## config.mk

```make
export PLATFORM = sky130hd
export DESIGN_NAME = pc_sequencer
export DESIGN_NICKNAME = d
export VERILOG_FILES = /design/src/rtl/pc_pkg.sv /design/src/rtl/pc_incrementor.sv /design/src/rtl/pc_sequencer.sv
export SDC_FILE = /design/constraint.sdc
export NUM_CORES = 1
export LEC_CHECK = 0
export BUFFER_PORTS_ARGS = -buffer_cell sky130_fd_sc_hd__buf_2
export CAP_MARGIN = 10
export CORE_ASPECT_RATIO = 1.4
export CORE_UTILIZATION = 45
export DETAILED_ROUTE_END_ITERATION = 10
export PLACE_DENSITY = 0.8
export RECOVER_POWER = 50
export SETUP_SLACK_MARGIN = 0.05
export SLEW_MARGIN = 10
export SYNTH_ARGS = -nofsm -noshare
export SYNTH_HDL_FRONTEND = slang
export SYNTH_HIERARCHICAL = 1
export SYNTH_SLANG_ARGS = --single-unit
```

## constraint.sdc

```tcl
create_clock -name Clk -period 2 [get_ports Clk]
set_input_delay 0.1 -clock Clk [delete_from_list [all_inputs] [get_ports Clk]]
set_output_delay 0.1 -clock Clk [all_outputs]
set_load 0.05 [all_outputs]
```

## src/rtl/pc_pkg.sv

```systemverilog
// Shared types and default vectors for the IF-stage program counter sequencer.
package pc_pkg;

   typedef enum logic [1:0] {
      RUN       = 2'd0,
      HOLD      = 2'd1,
      HOLD_PEND = 2'd2
   } pcState_e;

   typedef enum logic [1:0] {
      SRC_SEQ = 2'd0,
      SRC_BR  = 2'd1,
      SRC_JMP = 2'd2,
      SRC_EXC = 2'd3
   } redirSrc_e;

   localparam logic [31:0] DEF_RESET_VECTOR = 32'h0000_0000;
   localparam logic [31:0] DEF_EXC_VECTOR   = 32'h0000_0080;

endpackage

```

## src/rtl/pc_incrementor.sv

```systemverilog
// Combinational PC + INC, modulo 2^WIDTH.
module pc_incrementor #(
   parameter int WIDTH = 32,
   parameter int INC   = 4
) (
   input  logic [WIDTH-1:0] pcIn,
   output logic [WIDTH-1:0] pcNext
);

   assign pcNext = pcIn + WIDTH'(INC);

endmodule

```

## src/rtl/pc_sequencer.sv

```systemverilog
// Program counter and next-PC sequencer: prioritised redirects, stall hold with
// redirect capture, target alignment and a one-cycle misalignment pulse.
module pc_sequencer
   import pc_pkg::*;
#(
   parameter int               WIDTH        = 32,
   parameter int               INC          = 4,
   parameter logic [WIDTH-1:0] RESET_VECTOR = WIDTH'(DEF_RESET_VECTOR),
   parameter int               ALIGN        = 2,
   parameter logic [WIDTH-1:0] EXC_VECTOR   = WIDTH'(DEF_EXC_VECTOR)
) (
   input  logic             Clk,
   input  logic             Reset,
   input  logic             Stall,
   input  logic             BranchTaken,
   input  logic [WIDTH-1:0] BranchTarget,
   input  logic             Jump,
   input  logic [WIDTH-1:0] JumpTarget,
   input  logic             Exception,
   output logic [WIDTH-1:0] PCResult,
   output logic [WIDTH-1:0] PCAddResult,
   output logic             RedirectPending,
   output logic             AlignErr,
   output pcState_e         DebugState
);

   localparam logic [WIDTH-1:0] LOW_MASK = WIDTH'((64'd1 << ALIGN) - 64'd1);

   pcState_e         state, nextState;
   redirSrc_e        latchSrc, nextLatchSrc, curSrc;
   logic [WIDTH-1:0] pcReg, nextPc, pcPlus;
   logic [WIDTH-1:0] latchTarget, nextLatchTarget;
   logic [WIDTH-1:0] rawTarget, curTarget;
   logic             alignErrReg, nextAlignErr;
   logic             redirValid, curMisaligned, keepExc;

   pc_incrementor #(.WIDTH(WIDTH), .INC(INC)) uInc (
      .pcIn   (pcReg),
      .pcNext (pcPlus)
   );

   always_comb begin
      rawTarget = BranchTarget;
      curSrc    = SRC_SEQ;
      if (Exception) begin
         rawTarget = EXC_VECTOR;
         curSrc    = SRC_EXC;
      end else if (Jump) begin
         rawTarget = JumpTarget;
         curSrc    = SRC_JMP;
      end else if (BranchTaken) begin
         curSrc    = SRC_BR;
      end
   end

   // The exception vector is trusted; only jump/branch targets are aligned.
   assign redirValid    = (curSrc != SRC_SEQ);
   assign curMisaligned = (curSrc == SRC_BR || curSrc == SRC_JMP) && |(rawTarget & LOW_MASK);
   assign curTarget     = (curSrc == SRC_EXC) ? rawTarget : (rawTarget & ~LOW_MASK);
   assign keepExc       = (latchSrc == SRC_EXC) && (curSrc != SRC_EXC);

   always_comb begin
      nextState       = state;
      nextPc          = pcReg;
      nextLatchTarget = latchTarget;
      nextLatchSrc    = latchSrc;
      nextAlignErr    = 1'b0;
      case (state)
         RUN, HOLD: begin
            if (!Stall) begin
               nextState    = RUN;
               nextPc       = redirValid ? curTarget : pcPlus;
               nextAlignErr = curMisaligned;
            end else if (redirValid) begin
               nextState       = HOLD_PEND;
               nextLatchTarget = curTarget;
               nextLatchSrc    = curSrc;
               nextAlignErr    = curMisaligned;
            end else begin
               nextState = HOLD;
            end
         end
         HOLD_PEND: begin
            if (!Stall) begin
               nextState       = RUN;
               nextLatchTarget = '0;
               nextLatchSrc    = SRC_SEQ;
               if (redirValid && !keepExc) begin
                  nextPc       = curTarget;
                  nextAlignErr = curMisaligned;
               end else begin
                  nextPc = latchTarget;
               end
            end else if (redirValid && !keepExc) begin
               nextLatchTarget = curTarget;
               nextLatchSrc    = curSrc;
               nextAlignErr    = curMisaligned;
            end
         end
         default: nextState = RUN;
      endcase
   end

   always_ff @(posedge Clk or posedge Reset) begin
      if (Reset) begin
         state       <= RUN;
         pcReg       <= RESET_VECTOR;
         latchTarget <= '0;
         latchSrc    <= SRC_SEQ;
         alignErrReg <= 1'b0;
      end else begin
         state       <= nextState;
         pcReg       <= nextPc;
         latchTarget <= nextLatchTarget;
         latchSrc    <= nextLatchSrc;
         alignErrReg <= nextAlignErr;
      end
   end

   assign PCResult        = pcReg;
   assign PCAddResult     = pcPlus;
   assign RedirectPending = (state == HOLD_PEND);
   assign AlignErr        = alignErrReg;
   assign DebugState      = state;

endmodule
```

# Word level (Yosys, flattened, before mapping)
# Index checks and enable logic that the tools add are counted.
[totals] ff_bits=69 elab_cells=59
[classes] add_sub_neg=1 eq_ne=12 n_mux=28 reduce_logical=13
[ops] operator="$mux W32" count=9
[ops] operator="$pmux W32 S2" count=2
[ops] operator="$add A32 B3 Y32 const B" count=1
[ops] operator="$mux W2" count=10
[ops] operator="$ne A2 B2 Y1 const B" count=5
[ops] operator="$eq A2 B2 Y1 const B" count=4
[ops] operator="$pmux W2 S2" count=2
[ops] operator="$reduce_and A3 Y1" count=2
[ops] operator="$eq A2 B1 Y1 const B" count=2
[ops] operator="$mux W1" count=4
[ops] operator="$reduce_and A4 Y1" count=1
[ops] operator="$reduce_bool A2 Y1" count=2
[ops] operator="$reduce_or A2 Y1" count=2
[ops] operator="$logic_and A1 B1 Y1" count=3
[ops] operator="$ne A3 B2 Y1 const B" count=1
[ops] operator="$logic_not A2 Y1" count=1
[ops] operator="$pmux W1 S2" count=1
[ops] operator="$logic_not A1 Y1" count=1
[ops] operator="$logic_or A1 B1 Y1" count=1

# Depth between registers and ports, before layout
# Gate-level depths: netlist (run 1).
[depth] ltp_word=10 ltp_mapped=12 mapped_depth_nobuf=8

# By module
# Netlist (run 1), hierarchy kept.
[by_module_without_submodules] module="pc_sequencer" instances=1 cells_per_inst=439 area_each_um2=4179.0 seq_area_each_um2=1726.7
[by_module_without_submodules] module="pc_incrementor" instances=1 cells_per_inst=83 area_each_um2=580.6 seq_area_each_um2=0.0

# Worst setup path after synthesis (run 1)
# Ideal clock, no wire load.
[synth_path] kind="reg2reg" start="reg pcReg[2] (netlist: PCResult[2])" end="reg pcReg[24] (netlist: PCResult[24])" setup_time_ns=0.069 t_arrival_ns=2.966 slack_ns=-1.035 path_stages_with_launch=9 path_cell_list="dfrtp_1 ha_1 nand3_1 nor4_4 nand4_1 xnor2_1 a21oi_1 o21ai_0 a32o_1"
[synth_via] elab_chain_len=4
[synth_rtl] item="start: declaration" line="pc_sequencer.sv:31" rtl="logic [WIDTH-1:0] pcReg, nextPc, pcPlus;"
[synth_rtl] item="start signal: assignment" line="pc_sequencer.sv:113" rtl="pcReg <= nextPc;"
[synth_rtl] item="$add A32 B3 Y32" line="pc_incrementor.sv:10" rtl="assign pcNext = pcIn + WIDTH'(INC);"
[synth_rtl] item="via PCAddResult[24]" line="pc_sequencer.sv:21" rtl="output logic [WIDTH-1:0] PCAddResult,"
[synth_rtl] item="$mux W32" line="pc_sequencer.sv:72" rtl="nextPc = redirValid ? curTarget : pcPlus;"
[synth_rtl] item="$mux W32" line="pc_sequencer.sv:70" rtl="if (!Stall) begin"
[synth_rtl] item="$pmux W32 S2" line="pc_sequencer.sv:68" rtl="case (state)"
# The timed path passes the listed nets, and every way through them passes these cells. The select of a mux whose other input is x is not followed.
# A chain may end at the register's enable or synchronous reset.

# Worst setup path after layout (run 1)
[layout_path] start="reg pcReg[3] (netlist: PCResult[3])" end="out PCAddResult[11]"
[layout_via] elab_chain_len=1
[layout_rtl] item="$add A32 B3 Y32" line="pc_incrementor.sv:10"
[layout_rtl] item="end: declaration" line="pc_sequencer.sv:21"
# Every way passes these cells.

==> impl_results.md, run 1 <==
- Family with the most delay on the worst path: simple AND/OR/NAND/NOR gates
- Element type at the critical path end: primary output
- CTS Root Cell: clkbuf_16
- CP Max Fanout: 3
- Number of flops mapped to enable cells by yosys: 0
- Peak Freq: about 0.47 GHz
- Slew margin rel.: 0.3755
- Area grow syn2layout: 50.21%
- Failing checks: negative setup slack
- Row cnt: 44
- Mapped Cells: 522
- Clk_lat worst skew: 0.34 ns
- Pwr dens: 784.5 nW/um2
- H-Tree Depth: 3
- CP startpoint kind: register
- CP Buf/Inv Count: 3
- Synth Net Count: 594
- Register area share after synthesis: 0.3628
- Clk slew on worst S/H paths: about 0.060 ns
- Total wire length: approximately 16000 um
- #FFs+latches synth: between 60 and 70
- Slowest-stage cell, CP: dfrtp_2
- Starting density of the core: 0.4599
- Initial antenna violation count: 0
- Worst Tran Pin Value: 0.9357 ns
- Cells after DPL: just over 800
- Hold path startpoint: BranchTarget[3]
- Final Slew Violations: 0
- Share of cells above drive strength 1: 0.4608
- Setup slack, reg-to-reg: -0.04 ns
- Max_cap viols: 0
- Final number of hold-violating endpoints: 0
- Synth warnings: 6
- Type of the tightest min-delay check: in -> reg
- CP Depth: 7
- Worst VDD drop: 0.4955 mV
- Post-DRT Antenna Nets: 0
- Die W: about 89 um
- CP Cell Sequence: nand4_1 -> buf_4 -> or2_4 -> buf_6 -> nor2_4 -> xor2_4 -> buf_6
- Port Buf Inserts: roughly 140
- Yosys cell types: 54
- Reg2reg path depth: 10
- CP Data Arrival Time: 2.04 ns
- DP Wirelength: 11350 um
- Fin Clk Skew: 0.008226 ns
- Residual DRC count: 0
- # IOs: 138
- Largest stage delay on the critical path: between 0.3 and 0.4 ns
- CP startpoint: PCResult[3]
- Die footprint: 11000 um2
- Top cells by count, synth: dfrtp_1, nand2_1, mux2i_1
- Final setup fails: 17
- Area of the core: 10350 um2
- CTS Buf Count: 9
- Min cycle time layout: 2.144 ns
- TritonRoute pass-1 iters: 5
- Final Non-Filler Cells: ~850
- Crit path capture: PCAddResult[11]
- Post-synth top flop: dfrtp_1
- RR Endpoint: PCResult[30]
- Synth top area share: 0.3628
- Synth area leader: dfrtp_1
- CP required: 1.90 ns
- CTS sink cnt: approximately 70
- Vias in the first global route: between 5000 and 6000
- Iter 0 DRT Violations: approximately 280
- Setup CP Type: reg -> out
- Most frequent cell after synthesis: dfrtp_1
- WL per Instance: about 18 um
- Top area cells in the synthesized netlist: dfrtp_1, mux2i_1, nand2_1
- Grt ovf: 0
- Final net count: roughly 800
- Chip Height: roughly 120 um
- Via density: 5.945
- Most used cell, CP: buf_6
- Total GRT Usage: 0.2869
- Worst setup margin: -0.1438 ns
- Largest net degree at the start of global routing: 33
- Crit Reg-Reg Startpoint: PCResult[10]
- Syn_area_per_cell: between 9 and 10 um2
- Outcome: finished, violations left
- Asr flop ratio synth: 1.000
- Bufs on Longest Clock Path: 2
- Gpl congestion: 0.8714
- RSZ-0062 raised after global routing: yes
- Routed vias: 5071
- Leakage power: around 3.3 nW
- First-pass GRT wire length: ~24000 um
- Fin crit share: 1.072
- CTS tree: done
- Post-Place Setup Slack: -0.1507 ns
- Post-Syn Area: 4760 um2
[cells in the final DEF (no fill, tap or decap), types with 24 or more instances in the layout]
cell	n
buf_2	96
buf_4	66
nand2_1	53
dfrtp_1	45
mux2i_1	39
buf_6	35
o21ai_1	33
dfrtp_2	24
nor2_1	24
[area by class of cell]
| class | count | area, um2 |
|---|---|---|
| multi-input cells | 401 | 3407 |
| fillers | 816 | 3201 |
| flip-flops and latches | 69 | 1757 |
| repair buffers | 221 | 1521 |
| clock buffers | 11 | 232.7 |
| well taps | 138 | 172.7 |
| inverters | 7 | 28.78 |
| clock inverters | 5 | 27.53 |
| diodes | 1 | 2.502 |
[worst min-delay path by stage]
stage	to	slack [ns]	cells after the start
3_5_place_dp	latchTarget[5]	0.19	2
2_1_floorplan	latchTarget[20]	0.31	2
4_1_cts	latchTarget[3]	0.08	3
3_3_place_gp	latchTarget[5]	0.18	2
5_1_grt	latchTarget[6]	0.1	3
6_report	latchTarget[3]	0.08	3
[worst min-delay path, delay by kind of cell]
family          cells  cell delay, ns
compound gates      1            0.12
buf+inv             1            0.07
mux                 1            0.10
[power breakdown]
part	total [mW]	leakage, nW	switching (mW)	internal, mW
sequential	1.72	0.864	0.142	1.57
clock	1.43	0.129	0.600	0.830
combinational	2.46	2.28	1.57	0.893
[stage by stage]
step                hold slack (ns)  setup TNS (ns)  instance area, um2  power, mW  utilization
floorplan                    0.3098          -8.833                5329      3.392            -
global placement             0.1790         -0.1892                6441      3.960       0.6223
detailed placement           0.1865         -0.7603                6441      4.012       0.6223
CTS                         0.08226         -0.8156                6992      5.555       0.6755
global route                0.09572          -3.397                7147      5.820       0.6905
finish                      0.08379          -1.151                7149      5.609       0.6908
[what timing repair did]
item,in CTS,in global routing
endpoints found under the hold margin,22,0
buffers inserted,6,8
hold buffers,1,0
pin swaps,20,15
setup endpoints to repair,40,43
gates resized for setup,70,36
[flip-flops by register name, summed over array words and instances, names as in the netlist]
signal	count
PCResult	32
latchSrc	2
latchTarget	32
AlignErr	1
DebugState	2
[cell families after synthesis]
logic type / Yosys count / synth area share
compound gates: 172 / 0.2568
simple gates: 160 / 0.1753
flops: 69 / 0.3628
buf+inv: 52 / 0.06625
mux: 39 / 0.08202
xor+xnor: 28 / 0.05153
fa+ha+maj: 2 / 0.005257
[per-layer routing]
metal | global-route usage | up-vias | wire, um | part of all wire
met5 | 0 | - | 0 | 0
li1 | - | 2301 | - | -
met1 | 0.3218 | 2460 | 5570 | 0.36
met4 | 0.1764 | 0 | 740 | 0.047
met2 | 0.5173 | 255 | 8386 | 0.54
met3 | 0.02584 | 55 | 921 | 0.059
Note: power is estimated with default switching activity, not from simulation.
==> inputs of run 2 (changes only) <==
- CORE_ASPECT_RATIO: 1.4 -> 1.1
==> run 2 against run 1 <==
  * The run still ends with negative setup slack left
  * Core utilization up 2.5 points
  * Non-clock buffer count up 1
  * Critical path type unchanged
  * Highest routed layer unchanged
  * Critical path depth up 2
  * Die area about the same
  * Sequential cell count unchanged
==> impl_results.md, run 2 (synthesis gave the netlist of run 1 again) <==
- Die W: 100.1 um (was 88.92 um)
- First-pass GRT wire length: 24540 um (was 23890 um)
- Comb power frac: 0.402 (was 0.439)
- Routed vias: 5050 (was 5071)
- Commonest non-fill, non-tap cell in the layout: buf_2 (unchanged)
- Largest net degree at the start of global routing: 49 (was 33)
- Post-DRT Antenna Nets: 0 (unchanged)
- Clock power frac: 0.320 (was 0.255)
- CTS tree: done (unchanged)
- CTS sink cnt: 69 (unchanged)
- Row cnt: 39 (was 44)
- Fin Clk Skew: 0.007612 ns (was 0.008226 ns)
- Die footprint: 10990 um2 (was 11000 um2)
- Chip Height: 109.9 um (was 123.7 um)
- Type of the tightest min-delay check: in -> reg (unchanged)
- Sw frac: 0.3784 (was 0.4122)
- CP required: 1.90 ns (about the same)
- Worst VDD drop: 0.5300 mV (was 0.4955 mV)
- Peak Freq: 0.4458 GHz (was 0.4665 GHz)
- Clk slew on worst S/H paths: 0.06 ns (about the same)
- Slew margin rel.: 0.4313 (was 0.3755)
- Slowest-stage cell, CP: dfrtp_2 (unchanged)
- # IOs: 138 (unchanged)
- Hold EP: latchTarget[4] (was latchTarget[3])
- Clk_lat worst skew: 0.34 ns (about the same)
- Vias in the first global route: 4902 (was 5023)
- Residual DRC count: 0 (unchanged)
- Setup CP Type: reg -> out (unchanged)
- DP Wirelength: 10520 um (was 11350 um)
- Sequential Power Share: 0.278 (was 0.306)
- Gpl congestion: 0.8691 (was 0.8714)
- Share of cells above drive strength 1: 0.4825 (was 0.4608)
- RSZ-0062 raised after global routing: yes (unchanged)
- Final number of hold-violating endpoints: 0 (unchanged)
- P_sw: 2.355 mW (was 2.312 mW)
- Total wire length: 16300 um (was 15620 um)
- Grt ovf: 0 (unchanged)
- Fin area: 7407 um2 (was 7149 um2)
- Initial antenna violation count: 0 (unchanged)
- Worst hold stages: 3 (unchanged)
- Largest stage delay on the critical path: 0.37 ns (was 0.39 ns)
- Setup slack, reg-to-reg: -0.15 ns (was -0.04 ns)
- Via density: 5.886 (was 5.945)
- Port Buf Inserts: 137 (unchanged)
- Fin crit share: 1.122 (was 1.072)
- RR Endpoint: PCResult[12] (was PCResult[30])
- Element type at the critical path end: primary output (unchanged)
- Reg2reg path depth: 11 (was 10)
- Most used cell, CP: buf_6 (unchanged)
- Final net count: 782 (was 781)
- Min cycle time layout: 2.243 ns (was 2.144 ns)
- Final setup fails: 35 (was 17)
- Hold path startpoint: BranchTarget[4] (was BranchTarget[3])
- Max_cap viols: 0 (unchanged)
- Leakage power: 3.427 nW (was 3.277 nW)
- Pint: 3.870 mW (was 3.297 mW)
- Area of the core: 10340 um2 (was 10350 um2)
- CP startpoint kind: register (unchanged)
- Outcome: finished, violations left (unchanged)
- CTS Root Cell: clkbuf_16 (unchanged)
- CP Cell Sequence: buf_6 -> ha_4 -> nand3_4 -> nor4_4 -> buf_6 -> nand4_1 -> xnor2_4 -> buf_6 -> buf_8 (was nand4_1 -> buf_4 -> or2_4 -> buf_6 -> nor2_4 -> xor2_4 -> buf_6)
- Fin Hold WS: 0.09239 ns (was 0.08379 ns)
- H-Tree Depth: 3 (unchanged)
- WL per Instance: 19.00 um (was 18.31 um)
- Area grow syn2layout: 55.63% (was 50.21%)
- DP Area: 6385 um2 (was 6441 um2)
- Most frequent cells in the layout: buf_2, buf_4, nand2_1, dfrtp_1, mux2i_1 (unchanged)
- Diodes inserted: 0 (was 1)
- Starting density of the core: 0.4601 (was 0.4599)
- Worst setup margin: -0.2431 ns (was -0.1438 ns)
- Total GRT Usage: 0.2906 (was 0.2869)
- CP Data Arrival Time: 2.14 ns (was 2.04 ns)
- Failing checks: negative setup slack (unchanged)
- TritonRoute pass-1 iters: 7 (was 5)
- Iter 0 DRT Violations: 356 (was 281)
- Bufs on Longest Clock Path: 2 (unchanged)
- CP Max Fanout: 6 (was 3)
- Crit Reg-Reg Startpoint: PCResult[2] (was PCResult[10])
- Final Slew Violations: 0 (unchanged)
- Worst Tran Pin Value: 0.8522 ns (was 0.9357 ns)
- CTS Buf Count: 9 (unchanged)
- Total power: 6.225 mW (was 5.609 mW)
- Pwr dens: 840.4 nW/um2 (was 784.5 nW/um2)
## run 2: power by group through the flow
stage,combinational [mW],clock (mW),sequential [mW]
6_report,2.50,1.99,1.73
5_1_grt,2.63,2.08,1.75
4_1_cts,2.43,1.99,1.72
3_5_place_dp,2.24,0,1.75
3_3_place_gp,2.21,0,1.73
2_1_floorplan,1.20,0,2.19
## run 2: routing by layer
metal | wire length (um) | track usage | vias to the layer above
met1 | 6241 | 0.3475 | 2421
met4 | 480 | 0.1460 | 0
met5 | 0 | 0 | -
met3 | 1332 | 0.04196 | 42
li1 | - | - | 2296
met2 | 8250 | 0.5128 | 291
## run 2: worst max path at each step
stage / depth (start not counted) / from / slack (ns) / end
2_1_floorplan: 8 / PCResult[2] / -0.52 / PCResult[28]
3_3_place_gp: 9 / PCResult[3] / -0.08 / PCResult[28]
3_5_place_dp: 9 / PCResult[3] / -0.21 / PCResult[24]
4_1_cts: 9 / PCResult[3] / -0.20 / PCAddResult[28]
5_1_grt: 9 / PCResult[2] / -0.30 / PCAddResult[28]
6_report: 9 / PCResult[2] / -0.24 / PCAddResult[28]
## run 2: repair_timing
item,4_1_cts,5_1_grt
pin swaps,29,24
hold buffers,1,0
setup endpoints to repair,36,49
gates resized for setup,85,48
endpoints found under the hold margin,21,0
setup buffers,13,13
## run 2: area by class of cell
class / count / area (um2)
inverters: 7 / 28.78
repair buffers: 222 / 1603
clock inverters: 6 / 133.9
well taps: 143 / 178.9
fillers: 747 / 2938
multi-input cells: 401 / 3467
flip-flops and latches: 69 / 1757
clock buffers: 10 / 239.0
## run 2: through the flow
stage / TNS [ns] / utilization / setup slack, ns / instances
2_1_floorplan: -8.833 / - / -0.5207 / 522
3_3_place_gp: -0.2132 / 0.6172 / -0.07881 / 816
3_5_place_dp: -1.162 / 0.6172 / -0.2135 / 816
4_1_cts: -1.867 / 0.6905 / -0.2010 / 846
5_1_grt: -6.726 / 0.7160 / -0.2979 / 858
6_report: -2.999 / 0.7160 / -0.2431 / 858
## run 2: worst max-delay path: cells and delay by family, from the launching register on
kind	cells	cell delay [ns]
buffers and inverters	4	0.55
XOR/XNOR	1	0.23
AND/OR/NAND/NOR	3	0.50
adder cells (fa/ha/maj)	1	0.15
flip-flops	1	0.37
